==> src/rtl/dram_arbiter.sv <==
// DRAM cycle sequencer and arbiter: fixed-length cycle timing plus per-cycle grant
// to refresh, CPU, video or (when ARB_DMA_EN is defined) DMA.
module dram_arbiter #(
    parameter int CYC_LEN    = 4,
    parameter int VID_MAX    = 3,
    parameter int REF_PERIOD = 64,
    parameter int REF_URGENT = 8
) (
    input  logic        fclk,
    input  logic        rst_n,
    output logic        cend,
    output logic        pre_cend,
    input  logic        cpu_req,
    input  logic        cpu_rnw,
    input  logic [20:0] cpu_addr,
    input  logic [7:0]  cpu_wrdata,
    input  logic        cpu_wrbsel,
    output logic        cpu_strobe,
    input  logic        video_req,
    input  logic [20:0] video_addr,
    output logic        video_next,
    output logic        video_strobe,
    output logic        dram_req,
    output logic        dram_rnw,
    output logic        dram_rfsh,
    output logic [20:0] dram_addr,
    output logic [7:0]  dram_wrdata,
    output logic        dram_bsel,
    input  logic [15:0] dram_rddata
`ifdef ARB_DMA_EN
    ,
    input  logic        dma_req,
    input  logic        dma_rnw,
    input  logic [20:0] dma_addr,
    input  logic [7:0]  dma_wrdata,
    input  logic        dma_bsel,
    output logic        dma_next,
    output logic        dma_strobe
`endif
);

    localparam int CW = 4;
    localparam int RW = $clog2(REF_PERIOD);
    localparam int WW = $clog2(REF_URGENT + 1);
    localparam int VW = $clog2(VID_MAX + 1);

    localparam logic [CW-1:0] CYC_LAST = CW'(CYC_LEN - 1);
    localparam logic [CW-1:0] CYC_PRE  = CW'(CYC_LEN - 2);
    localparam logic [CW-1:0] CYC_PRE2 = CW'(CYC_LEN - 3);
    localparam logic [RW-1:0] REF_LAST = RW'(REF_PERIOD - 1);
    localparam logic [WW-1:0] WAIT_LIM = WW'(REF_URGENT);
    localparam logic [VW-1:0] VID_LIM  = VW'(VID_MAX);

    localparam logic [2:0] G_IDLE = 3'd0;
    localparam logic [2:0] G_REF  = 3'd1;
    localparam logic [2:0] G_CPU  = 3'd2;
    localparam logic [2:0] G_VID  = 3'd3;
`ifdef ARB_DMA_EN
    localparam logic [2:0] G_DMA  = 3'd4;
`endif

    logic [CW-1:0] cyc_cnt;
    logic [RW-1:0] ref_cnt;
    logic [WW-1:0] ref_wait;
    logic [VW-1:0] vid_run;
    logic          ref_due;
    logic          cpu_pend;
    logic          cpu_l_rnw;
    logic [20:0]   cpu_l_addr;
    logic [7:0]    cpu_l_wrdata;
    logic          cpu_l_bsel;
    logic          own_cpu_rd;
    logic          own_vid;
`ifdef ARB_DMA_EN
    logic          own_dma_rd;
`endif

    logic          cpu_new;
    logic          cpu_wait;
    logic          sel_rnw;
    logic [20:0]   sel_addr;
    logic [7:0]    sel_wrdata;
    logic          sel_bsel;
    logic          urgent;
    logic [2:0]    grant;

    // Read data goes straight from the controller to the requesters.
    logic unused_rddata;
    assign unused_rddata = ^dram_rddata;

    // A request captured at this cend can win this very cend, so it is muxed in directly.
    always_comb begin
        cpu_new    = cend && cpu_req && !cpu_pend;
        cpu_wait   = cpu_pend || cpu_new;
        sel_rnw    = cpu_new ? cpu_rnw    : cpu_l_rnw;
        sel_addr   = cpu_new ? cpu_addr   : cpu_l_addr;
        sel_wrdata = cpu_new ? cpu_wrdata : cpu_l_wrdata;
        sel_bsel   = cpu_new ? cpu_wrbsel : cpu_l_bsel;
        urgent     = ref_due && (ref_wait >= WAIT_LIM);

        grant = G_IDLE;
        if (urgent)
            grant = G_REF;
        else if (cpu_pend && (vid_run >= VID_LIM))
            grant = G_CPU;
        else if (video_req)
            grant = G_VID;
        else if (cpu_wait)
            grant = G_CPU;
        else if (ref_due)
            grant = G_REF;
`ifdef ARB_DMA_EN
        else if (dma_req)
            grant = G_DMA;
`endif
    end

    always_ff @(posedge fclk or negedge rst_n) begin
        if (!rst_n) begin
            cyc_cnt      <= '0;
            cend         <= 1'b0;
            pre_cend     <= 1'b0;
            ref_cnt      <= '0;
            ref_wait     <= '0;
            ref_due      <= 1'b0;
            vid_run      <= '0;
            cpu_pend     <= 1'b0;
            cpu_l_rnw    <= 1'b0;
            cpu_l_addr   <= '0;
            cpu_l_wrdata <= '0;
            cpu_l_bsel   <= 1'b0;
            own_cpu_rd   <= 1'b0;
            own_vid      <= 1'b0;
            cpu_strobe   <= 1'b0;
            video_strobe <= 1'b0;
            video_next   <= 1'b0;
            dram_req     <= 1'b0;
            dram_rnw     <= 1'b1;
            dram_rfsh    <= 1'b0;
            dram_addr    <= '0;
            dram_wrdata  <= '0;
            dram_bsel    <= 1'b0;
`ifdef ARB_DMA_EN
            own_dma_rd   <= 1'b0;
            dma_next     <= 1'b0;
            dma_strobe   <= 1'b0;
`endif
        end else begin
            cyc_cnt      <= (cyc_cnt == CYC_LAST) ? '0 : cyc_cnt + 1'b1;
            pre_cend     <= (cyc_cnt == CYC_PRE2);
            cend         <= (cyc_cnt == CYC_PRE);
            cpu_strobe   <= (cyc_cnt == CYC_PRE) && own_cpu_rd;
            video_strobe <= (cyc_cnt == CYC_PRE) && own_vid;
            dram_req     <= 1'b0;
            dram_rfsh    <= 1'b0;
            video_next   <= 1'b0;
`ifdef ARB_DMA_EN
            dma_strobe   <= (cyc_cnt == CYC_PRE) && own_dma_rd;
            dma_next     <= 1'b0;
`endif

            if (cend) begin
                if (cpu_new) begin
                    cpu_l_rnw    <= cpu_rnw;
                    cpu_l_addr   <= cpu_addr;
                    cpu_l_wrdata <= cpu_wrdata;
                    cpu_l_bsel   <= cpu_wrbsel;
                end
                cpu_pend <= cpu_wait && (grant != G_CPU);

                if ((grant == G_VID) && cpu_wait)
                    vid_run <= (vid_run == VID_LIM) ? vid_run : vid_run + 1'b1;
                else
                    vid_run <= '0;

                // A wrap on the same cend as a refresh grant must leave ref_due set.
                if (grant == G_REF) begin
                    ref_due  <= 1'b0;
                    ref_wait <= '0;
                end else if (ref_due && (ref_wait != WAIT_LIM)) begin
                    ref_wait <= ref_wait + 1'b1;
                end
                if (ref_cnt == REF_LAST) begin
                    ref_cnt <= '0;
                    ref_due <= 1'b1;
                end else begin
                    ref_cnt <= ref_cnt + 1'b1;
                end

                own_cpu_rd <= 1'b0;
                own_vid    <= 1'b0;
`ifdef ARB_DMA_EN
                own_dma_rd <= 1'b0;
`endif
                case (grant)
                    G_REF: begin
                        dram_req  <= 1'b1;
                        dram_rfsh <= 1'b1;
                        dram_rnw  <= 1'b1;
                    end
                    G_CPU: begin
                        dram_req    <= 1'b1;
                        dram_rnw    <= sel_rnw;
                        dram_addr   <= sel_addr;
                        dram_wrdata <= sel_wrdata;
                        dram_bsel   <= sel_bsel;
                        own_cpu_rd  <= sel_rnw;
                    end
                    G_VID: begin
                        dram_req   <= 1'b1;
                        dram_rnw   <= 1'b1;
                        dram_addr  <= video_addr;
                        video_next <= 1'b1;
                        own_vid    <= 1'b1;
                    end
`ifdef ARB_DMA_EN
                    G_DMA: begin
                        dram_req    <= 1'b1;
                        dram_rnw    <= dma_rnw;
                        dram_addr   <= dma_addr;
                        dram_wrdata <= dma_wrdata;
                        dram_bsel   <= dma_bsel;
                        dma_next    <= 1'b1;
                        own_dma_rd  <= dma_rnw;
                    end
`endif
                    default: ;
                endcase
            end
        end
    end

endmodule

==> config.mk <==
export PLATFORM = sky130hd
export DESIGN_NAME = dram_arbiter
export DESIGN_NICKNAME = d
export VERILOG_FILES = /design/src/rtl/dram_arbiter.sv
export SDC_FILE = /design/constraint.sdc
export NUM_CORES = 1
export LEC_CHECK = 0
export BUFFER_PORTS_ARGS = -buffer_cell sky130_fd_sc_hd__buf_2
export CAP_MARGIN = 20
export CORE_ASPECT_RATIO = 0.6
export CORE_UTILIZATION = 52
export CTS_CLUSTER_SIZE = 25
export DETAILED_ROUTE_END_ITERATION = 8
export GPL_TIMING_DRIVEN = 0
export PLACE_DENSITY = 0.81
export SLEW_MARGIN = 30
export SYNTH_ARGS = -nofsm -noshare
export SYNTH_HDL_FRONTEND = slang
export SYNTH_SLANG_ARGS = --single-unit
==> constraint.sdc <==
create_clock -name fclk -period 2.13 [get_ports fclk]
set_clock_uncertainty 0.1 [all_clocks]
set_input_delay 0.213 -clock fclk [delete_from_list [all_inputs] [get_ports fclk]]
set_output_delay 0.213 -clock fclk [all_outputs]
set_load 0.01 [all_outputs]
Yosys cells after proc, flatten, opt, wreduce, memory -nomap -nowiden
Index checks and enable logic that the tools add are counted.
Widths: inputs -> output; s select.
- $add $sub $neg: 4
- multipliers: 0
- divide/modulo/power cells: 0
- order comparisons: 2
- eq/ne operators: 11
- shift-type cells: 0
- muxes and demuxes: 26
- bitwise gates (word level): 0
- reduce and logical (&&, ||, !) cells: 23
- operators by type and width (kind ; number):
    $pmux 21 s2 ; 1
    $mux 21 ; 1
    $mux 1 ; 12
    $mux 4 ; 3
    $reduce_and 2->1 ; 6
    $mux 2 ; 5
    $logic_and 1x1->1 ; 9
    $add 4x1->4 const B ; 2
    $eq 4x2->1 const B ; 2
    $mux 8 ; 1
    $reduce_bool 2->1 ; 4
    $add 6x1->6 const B ; 1
    $eq 3x2->1 const B ; 2
    $eq 6x6->1 const B ; 1
    $mux 6 ; 1
    $eq 4x1->1 const B ; 1
    $ge 4x4->1 const B ; 1
    $ne 4x4->1 const B ; 1
    $eq 3x1->1 const B ; 1
    $mux 3 ; 1
    $ne 3x2->1 const B ; 1
    $reduce_or 3->1 ; 1
    $add 2x1->2 const B ; 1
    $eq 2x2->1 const B ; 1
    other kinds (6) ; 6
- flip-flop bits (word level): 89
- bits in latches: 0
- bits in writable memories: 0
- ROM bits: 0
- input port bits: 72
- output and inout bits: 38
- memories: 0

Longest topological paths before layout
Gate-level depths: netlist of run 1.
- depth in word-level cells: 11
- mapped depth: 6
- mapped depth without buffers: 5

Least setup slack after synthesis of run 1
No wires, ideal clock.
- path kind: register to register
- from: register cend
- to: register dram_wrdata[0]
- setup time: 0.125 ns
- arrival: 1.518 ns
- setup slack: 0.387 ns
- stages on the path, launching flop included: 6
- buffers on the path: 2
- period minus slack after synthesis: 1.743 ns
- path through: dfrtp_1 buf_2 nand3b_1 buf_2 mux2_2 mux2_2
- longest elaborated chain between the ends: 9
- elaborated cells between the ends (all ways): 10
- ends and longest elaborated chain (what ; line ; text):
    start, declared ; 11 ; output logic cend,
    start signal, assigned ; 151 ; cend <= (cyc_cnt == CYC_PRE);
    $logic_and 1x1->1 (2 in series) ; 93 ; cpu_new = cend && cpu_req && !cpu_pend;
    $logic_or 1x1->1 ; 94 ; cpu_wait = cpu_pend || cpu_new;
    $mux 2 ; 108 ; else if (cpu_wait)
    $mux 2 ; 106 ; else if (video_req)
    $mux 2 ; 104 ; else if (cpu_pend && (vid_run >= VID_LIM))
    $mux 3 ; 102 ; if (urgent)
    $eq 3x2->1 ; 195 ; case (grant)
    $reduce_and 2->1 (no line) ; n/a ;
    end signal, assigned ; 205 ; dram_wrdata <= sel_wrdata;
    end, declared ; 27 ; output logic [7:0] dram_wrdata,
Several ways; a longest one is shown, not always the timed one.
A chain may end at the register's enable or synchronous reset.

Worst setup path after layout of run 1
- from: register vid_run[0]
- to: register dram_addr[9]
- longest elaborated chain between the ends: 7
- elaborated cells between the ends (all ways): 9
- ends and longest elaborated chain (what ; line ; text):
    start, declared ; 65 ; logic [VW-1:0] vid_run;
    start signal, assigned ; 172 ; vid_run <= (vid_run == VID_LIM) ? vid_run : vid_run + 1'b1;
    $ge 2x2->1 (*) ; 104 ;
    $logic_and 1x1->1 (*) ; 104 ;
    $mux 2 (*) ; 104 ;
    $mux 3 (*) ; 102 ;
    $eq 3x2->1 ; 195 ;
    $reduce_bool 2->1 (no line) ; n/a ;
    $reduce_and 2->1 (no line) ; n/a ;
    end signal, assigned ; 204 ; dram_addr <= sel_addr;
    end signal, assigned ; 212 ; dram_addr <= video_addr;
    end, declared ; 26 ; output logic [20:0] dram_addr,
Mark *: on every way between the ends. The rest lies on a longest branch, timed or not.

==> results of run 1 <==
-- sequential cells by signal, summed over array words and instances (netlist names) --
signal and flops:
cend 1, cpu_l_addr 21, cpu_l_bsel 1, cpu_l_rnw 1, cpu_l_wrdata 8, cpu_pend 1, cpu_strobe 1, cyc_cnt 4
dram_addr 21, dram_bsel 1, dram_req 1, dram_rfsh 1, dram_rnw 1, dram_wrdata 8, own_cpu_rd 1, own_vid 1
pre_cend 1, ref_cnt 6, ref_due 1, ref_wait 4, vid_run 2, video_next 1, video_strobe 1
-- cell usage after synthesis --
| library cell | count |
|---|---|
| o2bb2ai_1 | 1 |
| clkbuf_1 | 3 |
| nand2b_1 | 1 |
| nand3b_1 | 1 |
| o21a_1 | 2 |
| nand2_1 | 31 |
| a32o_1 | 1 |
| or2_1 | 1 |
| inv_1 | 10 |
| or3_1 | 1 |
| a21oi_1 | 5 |
| mux2_2 | 57 |
| dfrtp_1 | 88 |
| dfstp_2 | 1 |
| nor2_4 | 1 |
| nor4_1 | 1 |
| buf_4 | 1 |
| o21ai_0 | 29 |
| mux2i_1 | 5 |
| a22o_1 | 5 |
| buf_2 | 11 |
| ha_1 | 7 |
| o31ai_1 | 3 |
| xnor2_1 | 3 |
| and2_1 | 2 |
| buf_1 | 1 |
| o22ai_1 | 20 |
| nor3_1 | 3 |
| nor2_1 | 6 |
| nand4_1 | 3 |
| a41oi_1 | 1 |
| a32oi_1 | 1 |
| nand3_1 | 5 |
| and3_1 | 5 |
| a21o_1 | 2 |
-- final timing paths --
kind / slack, ns / from / endpoint
hold reg to reg: 0.37 / ref_cnt[5]$_DFFE_PN0P_ / ref_cnt[5]$_DFFE_PN0P_
min in group asynchronous: 0.27 / rst_n / ref_wait[3]$_DFFE_PN0P_
setup reg to reg: 0.20 / vid_run[0]$_DFFE_PN0P_ / dram_addr[9]$_DFFE_PN0P_
setup / recovery: 0.20 / vid_run[0]$_DFFE_PN0P_ / dram_addr[9]$_DFFE_PN0P_
hold / removal: 0.02 / cpu_addr[10] / cpu_l_addr[10]$_DFFE_PN0P_
max in group asynchronous: 1.06 / rst_n / dram_rnw$_DFFE_PN1P_
-- kinds of logic (layout without fill, tap and decap cells) --
family	Yosys count	after routing	share of synthesized area, %
XOR/XNOR	3	3	0.6804
adder cells (fa/ha/maj)	7	7	2.267
buffers and inverters	26	136	2.980
flip-flops	89	89	57.69
multiplexers	62	62	17.91
AO/OA/AOI/OAI	70	70	11.08
AND/OR/NAND/NOR	61	61	7.386
-- cell type report --
| type | instances | area [um^2] | area share (%) |
|---|---|---|---|
| buffer | 16 | 77.57 | 1.611 |
| clock buffer | 10 | 239.0 | 4.962 |
| clock inverter | 5 | 80.08 | 1.663 |
| inverter | 10 | 37.54 | 0.7794 |
| multi-input combinational | 203 | 1519 | 31.54 |
| sequential | 89 | 2228 | 46.27 |
| tap | 100 | 125.1 | 2.598 |
| timing repair buffer | 95 | 509.2 | 10.57 |
-- power groups by stage --
| stage | Combinational [mW] | Sequential [mW] | Clock (mW) |
|---|---|---|---|
| floorplan | 0.319 | 2.08 | 0 |
| global placement | 0.610 | 2.03 | 0 |
| detailed placement | 0.650 | 2.05 | 0 |
| CTS | 0.654 | 2.02 | 1.72 |
| global route | 0.714 | 2.05 | 1.77 |
| finish | 0.646 | 2.02 | 1.67 |
-- metal layers --
metal	part of all wire [%]	GRT usage, %
met4	0.71	8.882
met1	45	29.70
met2	46	38.57
met3	7.7	9.790
met5	0	0
-- per-stage QoR --
step	hold WS (ns)	total power, mW
2_1_floorplan	-0.1826	2.400
3_5_place_dp	0.06655	2.698
6_report	0.02032	4.339
5_1_grt	0.01196	4.529
3_3_place_gp	0.3563	2.644
4_1_cts	0.007170	4.394
==> results.yml, run 1 <==
die:
  rows: 23
  design.die.area_um2: 7788
  floorplan.initialDensity_pct: 55.69
  ioPinCount: 110
  core_region_area_um2: 6935
  die_w_um: 113.3
  die_height_um: 68.76
logic_synthesis:
  yosys-top-cells-area: "dfrtp_1 57%, mux2_2 17%, o21ai_0 3.8%, o22ai_1 3.2%, nand2_1 3.0%"
  syn_area_um2: 3862
  ys_types: 35
  netlist.area_leader.share_pct: 57.01
  synthesis.yosys.warnings: 0
  mapped_nets: 397
  post_synth_inst_count: 318
  synth_seq_cells: 89
  synth_seq_area_share_pct: 57.69
  synth_area_leader_cell: "dfrtp_1"
  post_synth.cell_area_avg_um2: 12.15
clock_tree:
  cts_max_path_buffers: 2
  later_pin_clock_latency_in_the_skew_report_ns: 0.34
  cts_setup_buffers: 0
  tritoncts: "yes"
  h_tree_depth: 3
  cts_sinks: 89
  path_clk_slew_ns: 0.06
  tritoncts.num_buffers: 9
  number_of_hold_buffers_added_after_cts: 1
  ctsResizeCount: 0
  cts_root_buf: "clkbuf_16"
setup_path:
  setup.worst_path.start_class: "flip-flop"
  critPathArrivalTime_ns: 2.08
  cp_slowest_cell: "clkbuf_1"
  ff2ff_path_depth: 6
  dominant_delay_contributor_by_cell_family_on_the_critical_path: "compound AO/OA/AOI/OAI gates"
  crit_path_end_kind: "flip-flop"
  crit_chain: "ha_1, nand2_1, a32o_1, clkbuf_1, o22ai_1, o21ai_0"
  timing.critical_path.slowest_cell_delay_ns: 0.42
  crit_path_max_fanout: 10
  cp.required_ns: 2.28
  critical_path_depth: 6
  timing.setup.critical_path_class: "flip-flop to flip-flop"
  critical_path_buf_inv_count: 1
placement:
  portBuffers: 93
  placement.cell_area_um2: 4487
  gp_routability_congestion: 0.7861
  preCtsSetupSlack_ns: 0.2105
  post-place-cells: 512
  place.detailed.hpwl_um: 6212
drt:
  dr_wl_cell_um: 16.16
  detailed_route_via_count: 2826
  drc: 0
  router_iterations_before_antenna_repair: 4
  antenna_left: 0
  vias_per_cell: 5.352
  total_routed_wirelength_um: 8532
  initialDrtViolationCount: 191
sta:
  worst-slew-pin-transition_ns: 0.5838
  fin_crit_sh_pct: 90.56
  report.final.setup_viol: 0
  timing.fmax_mhz: 518.4
  setup_repair_after_global_routing_missed_its_margin: "no"
  max-slew-margin-rel_pct: 61.08
  postLayoutSetupSlackWorst_ns: 0.2011
  min_tclk_post_route_ns: 1.929
  report.final.slew_viol_count: 0
  final-hold-violation-count: 0
  setup_tns_ns: 0
global_route:
  grt-ovfl-total: 0
  pin_count_of_the_biggest_net_entering_global_routing: 47
  track_usage_pct: 23.98
  grt_antenna_before_repair: 0
  grt_pass1_vias: 2846
  grt_first_pass_wirelength_um: 13670
pwr:
  clkPwrFrac_pct: 38.5
  power.density_nw_per_um2: 900.9
  switching_share_pct: 23.88
  power.ir.vdd_worst_mv: 0.7177
  p_leak_nw: 2.305
  netSwitchingPower_mw: 1.036
  seqPwrFrac_pct: 46.6
  internal_power_mw: 3.302
  comb_power_share_pct: 14.9
outcome:
  status: "finished, final reports clean"
layout:
  utilization_pct: 69.44
  top_library_cells_by_usage_in_the_layout_fill_and_taps_aside: "103 x buf_2, 88 x dfrtp_1, 57 x mux2_2, 31 x nand2_1, 29 x o21ai_0"
  antenna-diode-count: 0
  post_layout_nonfiller_instances: 528
  final_net_count: 503
  final_layout_size_suffix_gt1_share_pct: 42.06
  area.growth.synth_to_final_pct: 24.68
  final_design_area_no_fill_um2: 4816
  layout.cells.most_common: "buf_2"
  fillers: 527
hold_path:
  hold_depth: 2
  holdCritPathClass: "primary input to flip-flop"
run:
  max_cap_viol_count: 0
Note: power is estimated with default switching activity, not from simulation.
==> run 2: changes to the inputs <==
CORE_MARGIN = 1.5   (was not set)
RECOVER_POWER = 100   (was not set)
==> results.yml, run 2 (synthesis gave the netlist of run 1 again) <==
outcome:
  status: "finished, final reports clean"
setup_path:
  crit_path_start: "vid_run[0]$_DFFE_PN0P_"
  timing.setup.critical_path_class: "flip-flop to flip-flop"
  reg_to_reg_critical_path_startpoint: "vid_run[0]$_DFFE_PN0P_"
  crit_path_end_kind: "flip-flop"
  cp.required_ns: 2.26
  crit_path_max_fanout: 9
  critPathArrivalTime_ns: 2.11
  setup.worst_path.start_class: "flip-flop"
pwr:
  power.ir.vdd_worst_mv: 0.7418
  p_leak_nw: 2.189
  power.density_nw_per_um2: 891.8
clock_tree:
  path_clk_slew_ns: 0.07
  tritoncts.num_buffers: 9
  h_tree_depth: 3
  cts_sinks: 89
  later_pin_clock_latency_in_the_skew_report_ns: 0.35
  cts_max_path_buffers: 2
  cts_setup_buffers: 0
  tritoncts: "yes"
  cts_root_buf: "clkbuf_16"
sta:
  postLayoutSetupSlackWorst_ns: 0.1510
  fin_crit_sh_pct: 92.91
  fin_hold_ws_ns: 0.002060
  worst-slew-pin-transition_ns: 1.032
  report.final.setup_viol: 0
  max-slew-margin-rel_pct: 31.22
  report.final.slew_viol_count: 0
  final-hold-violation-count: 0
  timing.fmax_mhz: 505.3
  min_tclk_post_route_ns: 1.979
  setup_repair_after_global_routing_missed_its_margin: "no"
  setup_tns_ns: 0
drt:
  antenna_left: 0
  total_routed_wirelength_um: 8629
  dr_wl_cell_um: 16.19
  detailed_route_via_count: 2888
  router_iterations_before_antenna_repair: 4
  vias_per_cell: 5.418
  initialDrtViolationCount: 196
  drc: 0
die:
  core_region_area_um2: 7237
  die_w_um: 114.3
  design.die.area_um2: 7971
  die_height_um: 69.76
  ioPinCount: 110
  rows: 24
  floorplan.initialDensity_pct: 53.37
layout:
  top_library_cells_by_usage_in_the_layout_fill_and_taps_aside: "88 x dfrtp_1, 63 x buf_2, 52 x mux2_2, 43 x clkbuf_1, 31 x nand2_1"
  utilization_pct: 65.59
  final_net_count: 503
  final_layout_size_suffix_gt1_share_pct: 31.93
  layout_top_registers: "cpu_l_addr: 21 flops, dram_addr: 21 flops"
  fillers: 581
  area.growth.synth_to_final_pct: 22.90
  layout.cells.most_common: "dfrtp_1"
  antenna-diode-count: 0
placement:
  gp_routability_congestion: 0.8842
  portBuffers: 93
  place.detailed.hpwl_um: 6241
  preCtsSetupSlack_ns: 0.1804
hold_path:
  hp-start: "cpu_wrdata[1]"
  holdCritPathClass: "primary input to flip-flop"
global_route:
  grt_pass1_vias: 2899
  grt_antenna_before_repair: 0
  pin_count_of_the_biggest_net_entering_global_routing: 51
  track_usage_pct: 24.10
  grt-ovfl-total: 0
  grt_first_pass_wirelength_um: 14470
run:
  max_cap_viol_count: 0
-- run 2: cell types whose count changed in the layout (fill, tap and decap cells not counted), sizes merged --
cell	previous run	this run
clkbuf	13	55
bufinv	2	1
clkinv	1	4
buf	107	65
inv	10	11
clkinvlp	2	0
-- run 2: path summary, 6_finish.rpt --
path                                                to  slack (ns)  cells past startpoint
min reg2reg                     ref_cnt[5]$_DFFE_PN0P_        0.38                      1
max reg2reg                 dram_wrdata[2]$_DFFE_PN0P_        0.15                      5
min                        cpu_l_wrdata[1]$_DFFE_PN0P_       0.002                      2
max                         dram_wrdata[2]$_DFFE_PN0P_        0.15                      5
min in group asynchronous    cpu_l_addr[5]$_DFFE_PN0P_        0.49                      2
max in group asynchronous         dram_rnw$_DFFE_PN1P_        0.64                      3
-- run 2: where the power goes --
group          internal [mW]  leakage [nW]  total, mW  switching, mW
registers               1.92          1.08       2.03          0.110
logic                  0.303         0.960      0.608          0.305
clock network          0.944         0.153       1.60          0.656
-- run 2: metrics by stage --
| stage | area (um^2) | power (mW) | instances |
|---|---|---|---|
| 2_1_floorplan | 3862 | 2.400 | 318 |
| 3_3_place_gp | 4458 | 2.644 | 515 |
| 3_5_place_dp | 4492 | 2.696 | 516 |
| 4_1_cts | 4807 | 4.315 | 533 |
| 5_1_grt | 4747 | 4.436 | 533 |
| 6_report | 4747 | 4.234 | 533 |
-- run 2: worst max-delay path, cell delays in order, from the launching register on --
cell and delay [ns]:
dfrtp_1 0.36, ha_1 0.19, nand2_1 0.11, a32o_1 0.27, nor2_2 0.42, mux2_2 0.40
-- run 2: layer usage --
| layer | GRT usage (%) | share of wire, % |
|---|---|---|
| met5 | 0 | 0 |
| met4 | 8.472 | 1.2 |
| met3 | 10.14 | 9.3 |
| met2 | 36.01 | 46 |
| met1 | 31.76 | 43 |
-- run 2: cell type report --
class | instances | area [um^2] | area share, %
Clock inverter | 6 | 66.31 | 1.397
Inverter | 10 | 37.54 | 0.7907
Timing Repair Buffer | 95 | 455.4 | 9.594
Sequential cell | 89 | 2228 | 46.94
Clock buffer | 10 | 239.0 | 5.034
Multi-Input combinational cell | 203 | 1514 | 31.89
Tap cell | 104 | 130.1 | 2.741
Buffer | 16 | 76.32 | 1.608
-- run 2: timing repair --
item	4_1_cts	5_1_grt
endpoints found under the hold margin	39	0
hold buffers	1	0
resized for setup	0	0
==> run 3: changes to the inputs <==
CORE_UTILIZATION = 54   (was 52)
CTS_BUF_LIST = sky130_fd_sc_hd__clkbuf_4 sky130_fd_sc_hd__clkbuf_8   (was not set)
PLACE_DENSITY = 0.83   (was 0.81)
==> results.yml, run 3 (synthesis gave the netlist of run 1 again) <==
outcome:
  status: "finished, final reports clean"
setup_path:
  crit_chain: "buf_2, nand3b_1, buf_2, clkbuf_2, mux2_2"
  cp.required_ns: 2.28
  critPathArrivalTime_ns: 2.16
  crit_path_max_fanout: 10
  timing.critical_path.slowest_cell_delay_ns: 0.39
  critical-path-top-cell-by-count: "buf_2"
  timing.setup.critical_path_class: "flip-flop to flip-flop"
  cp_slowest_cell: "dfrtp_1"
  setup.worst_path.start_class: "flip-flop"
  crit_path_end_kind: "flip-flop"
global_route:
  global_route.usage.met1_pct: 30.14
  grt_first_pass_wirelength_um: 14240
  grt_busiest_layer: "met2"
  groute.layer.met3.usage_pct: 9.003
  grt-ovfl-total: 0
  pin_count_of_the_biggest_net_entering_global_routing: 69
  met2_usage_pct: 41.64
  grt_antenna_before_repair: 0
  grt_pass1_vias: 3043
  track_usage_pct: 24.78
die:
  rows: 23
  ioPinCount: 110
  floorplan.initialDensity_pct: 56.87
  core_region_area_um2: 6792
  design.die.area_um2: 7686
  die_w_um: 112.2
  die_height_um: 68.51
sta:
  min_tclk_post_route_ns: 2.007
  setup_tns_ns: 0
  report.final.slew_viol_count: 0
  timing.fmax_mhz: 498.3
  fin_hold_ws_ns: 0.01288
  setup_repair_after_global_routing_missed_its_margin: "no"
  report.final.setup_viol: 0
  fin_crit_sh_pct: 94.22
  worst-slew-pin-transition_ns: 1.251
  final-hold-violation-count: 0
  postLayoutSetupSlackWorst_ns: 0.1232
  max-slew-margin-rel_pct: 16.59
layout:
  antenna-diode-count: 0
  top_library_cells_by_usage_in_the_layout_fill_and_taps_aside: "88 x dfrtp_1, 61 x buf_2, 52 x mux2_2, 43 x clkbuf_1"
  layout_top_registers: "cpu_l_addr: 21 flops, dram_addr: 21 flops"
  layout.cells.most_common: "dfrtp_1"
  final_net_count: 533
  final_layout_size_suffix_gt1_share_pct: 29.63
  area.growth.synth_to_final_pct: 27.47
clock_tree:
  h_tree_depth: 3
  cts_root_buf: "clkbuf_8"
  tritoncts.num_buffers: 9
  cts_max_path_buffers: 2
  cts_sinks: 89
  later_pin_clock_latency_in_the_skew_report_ns: 0.37
  tritoncts: "yes"
  path_clk_slew_ns: 0.09
  ctsResizeCount: 0
pwr:
  power.ir.vdd_worst_mv: 0.6927
  clkPwrFrac_pct: 30.1
  internal_power_mw: 2.803
  switching_share_pct: 27.18
  p_total_mw: 3.849
  comb_power_share_pct: 17.3
  power.density_nw_per_um2: 781.8
  seqPwrFrac_pct: 52.6
  netSwitchingPower_mw: 1.046
  p_leak_nw: 2.265
drt:
  detailed_route_via_count: 3030
  drc: 0
  dr_wl_cell_um: 16.83
  vias_per_cell: 5.549
  total_routed_wirelength_um: 9188
  router_iterations_before_antenna_repair: 6
  initialDrtViolationCount: 144
  antenna_left: 0
placement:
  portBuffers: 93
  place.detailed.hpwl_um: 6208
  preCtsSetupSlack_ns: 0.1763
  gp_routability_congestion: 0.7510
hold_path:
  holdCritPathClass: "primary input to flip-flop"
run:
  max_cap_viol_count: 0
## run 3: cell count changes in the layout (fill, tap and decap cells not counted), sizes merged
cell / previous run / this run
clkinv: 4 / 3
dlygate4sd3: 1 / 31
inv: 11 / 13
buf: 65 / 64
## run 3: worst max-delay path: cells and delay by family (launching register included)
kind	cells	cell delay (ns)
buffers and inverters	3	0.80
DFF	1	0.39
muxes	1	0.38
and+or+nand+nor	1	0.21
## run 3: power groups by stage
stage | sequential (mW) | clock (mW) | combinational [mW]
5_1_grt | 2.05 | 1.26 | 0.730
2_1_floorplan | 2.08 | 0 | 0.319
3_5_place_dp | 2.05 | 0 | 0.646
4_1_cts | 2.02 | 1.19 | 0.695
3_3_place_gp | 2.03 | 0 | 0.611
6_report | 2.03 | 1.16 | 0.665
## run 3: layout make-up
type | count | area (um^2)
well taps | 87 | 108.9
plain buffers | 16 | 76.32
clock buffers | 9 | 123.9
fillers | 482 | 1868
multi-input cells | 203 | 1519
clock inverters | 7 | 75.07
repair buffers | 125 | 754.5
flip-flops and latches | 89 | 2228
inverters | 10 | 37.54
## run 3: metrics by stage
| stage | util, % | instance area [um^2] | std cells |
|---|---|---|---|
| 2_1_floorplan | - | 3862 | 318 |
| 3_3_place_gp | 65.33 | 4437 | 498 |
| 3_5_place_dp | 65.83 | 4471 | 499 |
| 4_1_cts | 73.32 | 4980 | 546 |
| 5_1_grt | 72.49 | 4923 | 546 |
| 6_report | 72.49 | 4923 | 546 |
## run 3: metal layers
metal	routed length (um)	share of wire, %
met5	0	0
met4	75	0.82
met1	4009	44
met3	685	7.5
met2	4418	48
## run 3: path summary, 6_finish.rpt
path | startpoint | to | slack [ns] | cells after the start
worst min-delay path | cpu_addr[2] | cpu_l_addr[2]$_DFFE_PN0P_ | 0.01 | 2
min in group asynchronous | rst_n | ref_cnt[3]$_DFFE_PN0P_ | 0.54 | 2
max in group asynchronous | rst_n | dram_rnw$_DFFE_PN1P_ | 0.43 | 3
worst max register to register | cend$_DFF_PN0_ | cpu_l_addr[7]$_DFFE_PN0P_ | 0.12 | 5
worst max-delay path | cend$_DFF_PN0_ | cpu_l_addr[7]$_DFFE_PN0P_ | 0.12 | 5
worst min register to register | dram_addr[6]$_DFFE_PN0P_ | dram_addr[6]$_DFFE_PN0P_ | 0.39 | 2
## run 3: repair_timing
action	in CTS	in global routing
buffers inserted	0	0
hold endpoints to repair	118	0
hold buffers	31	0
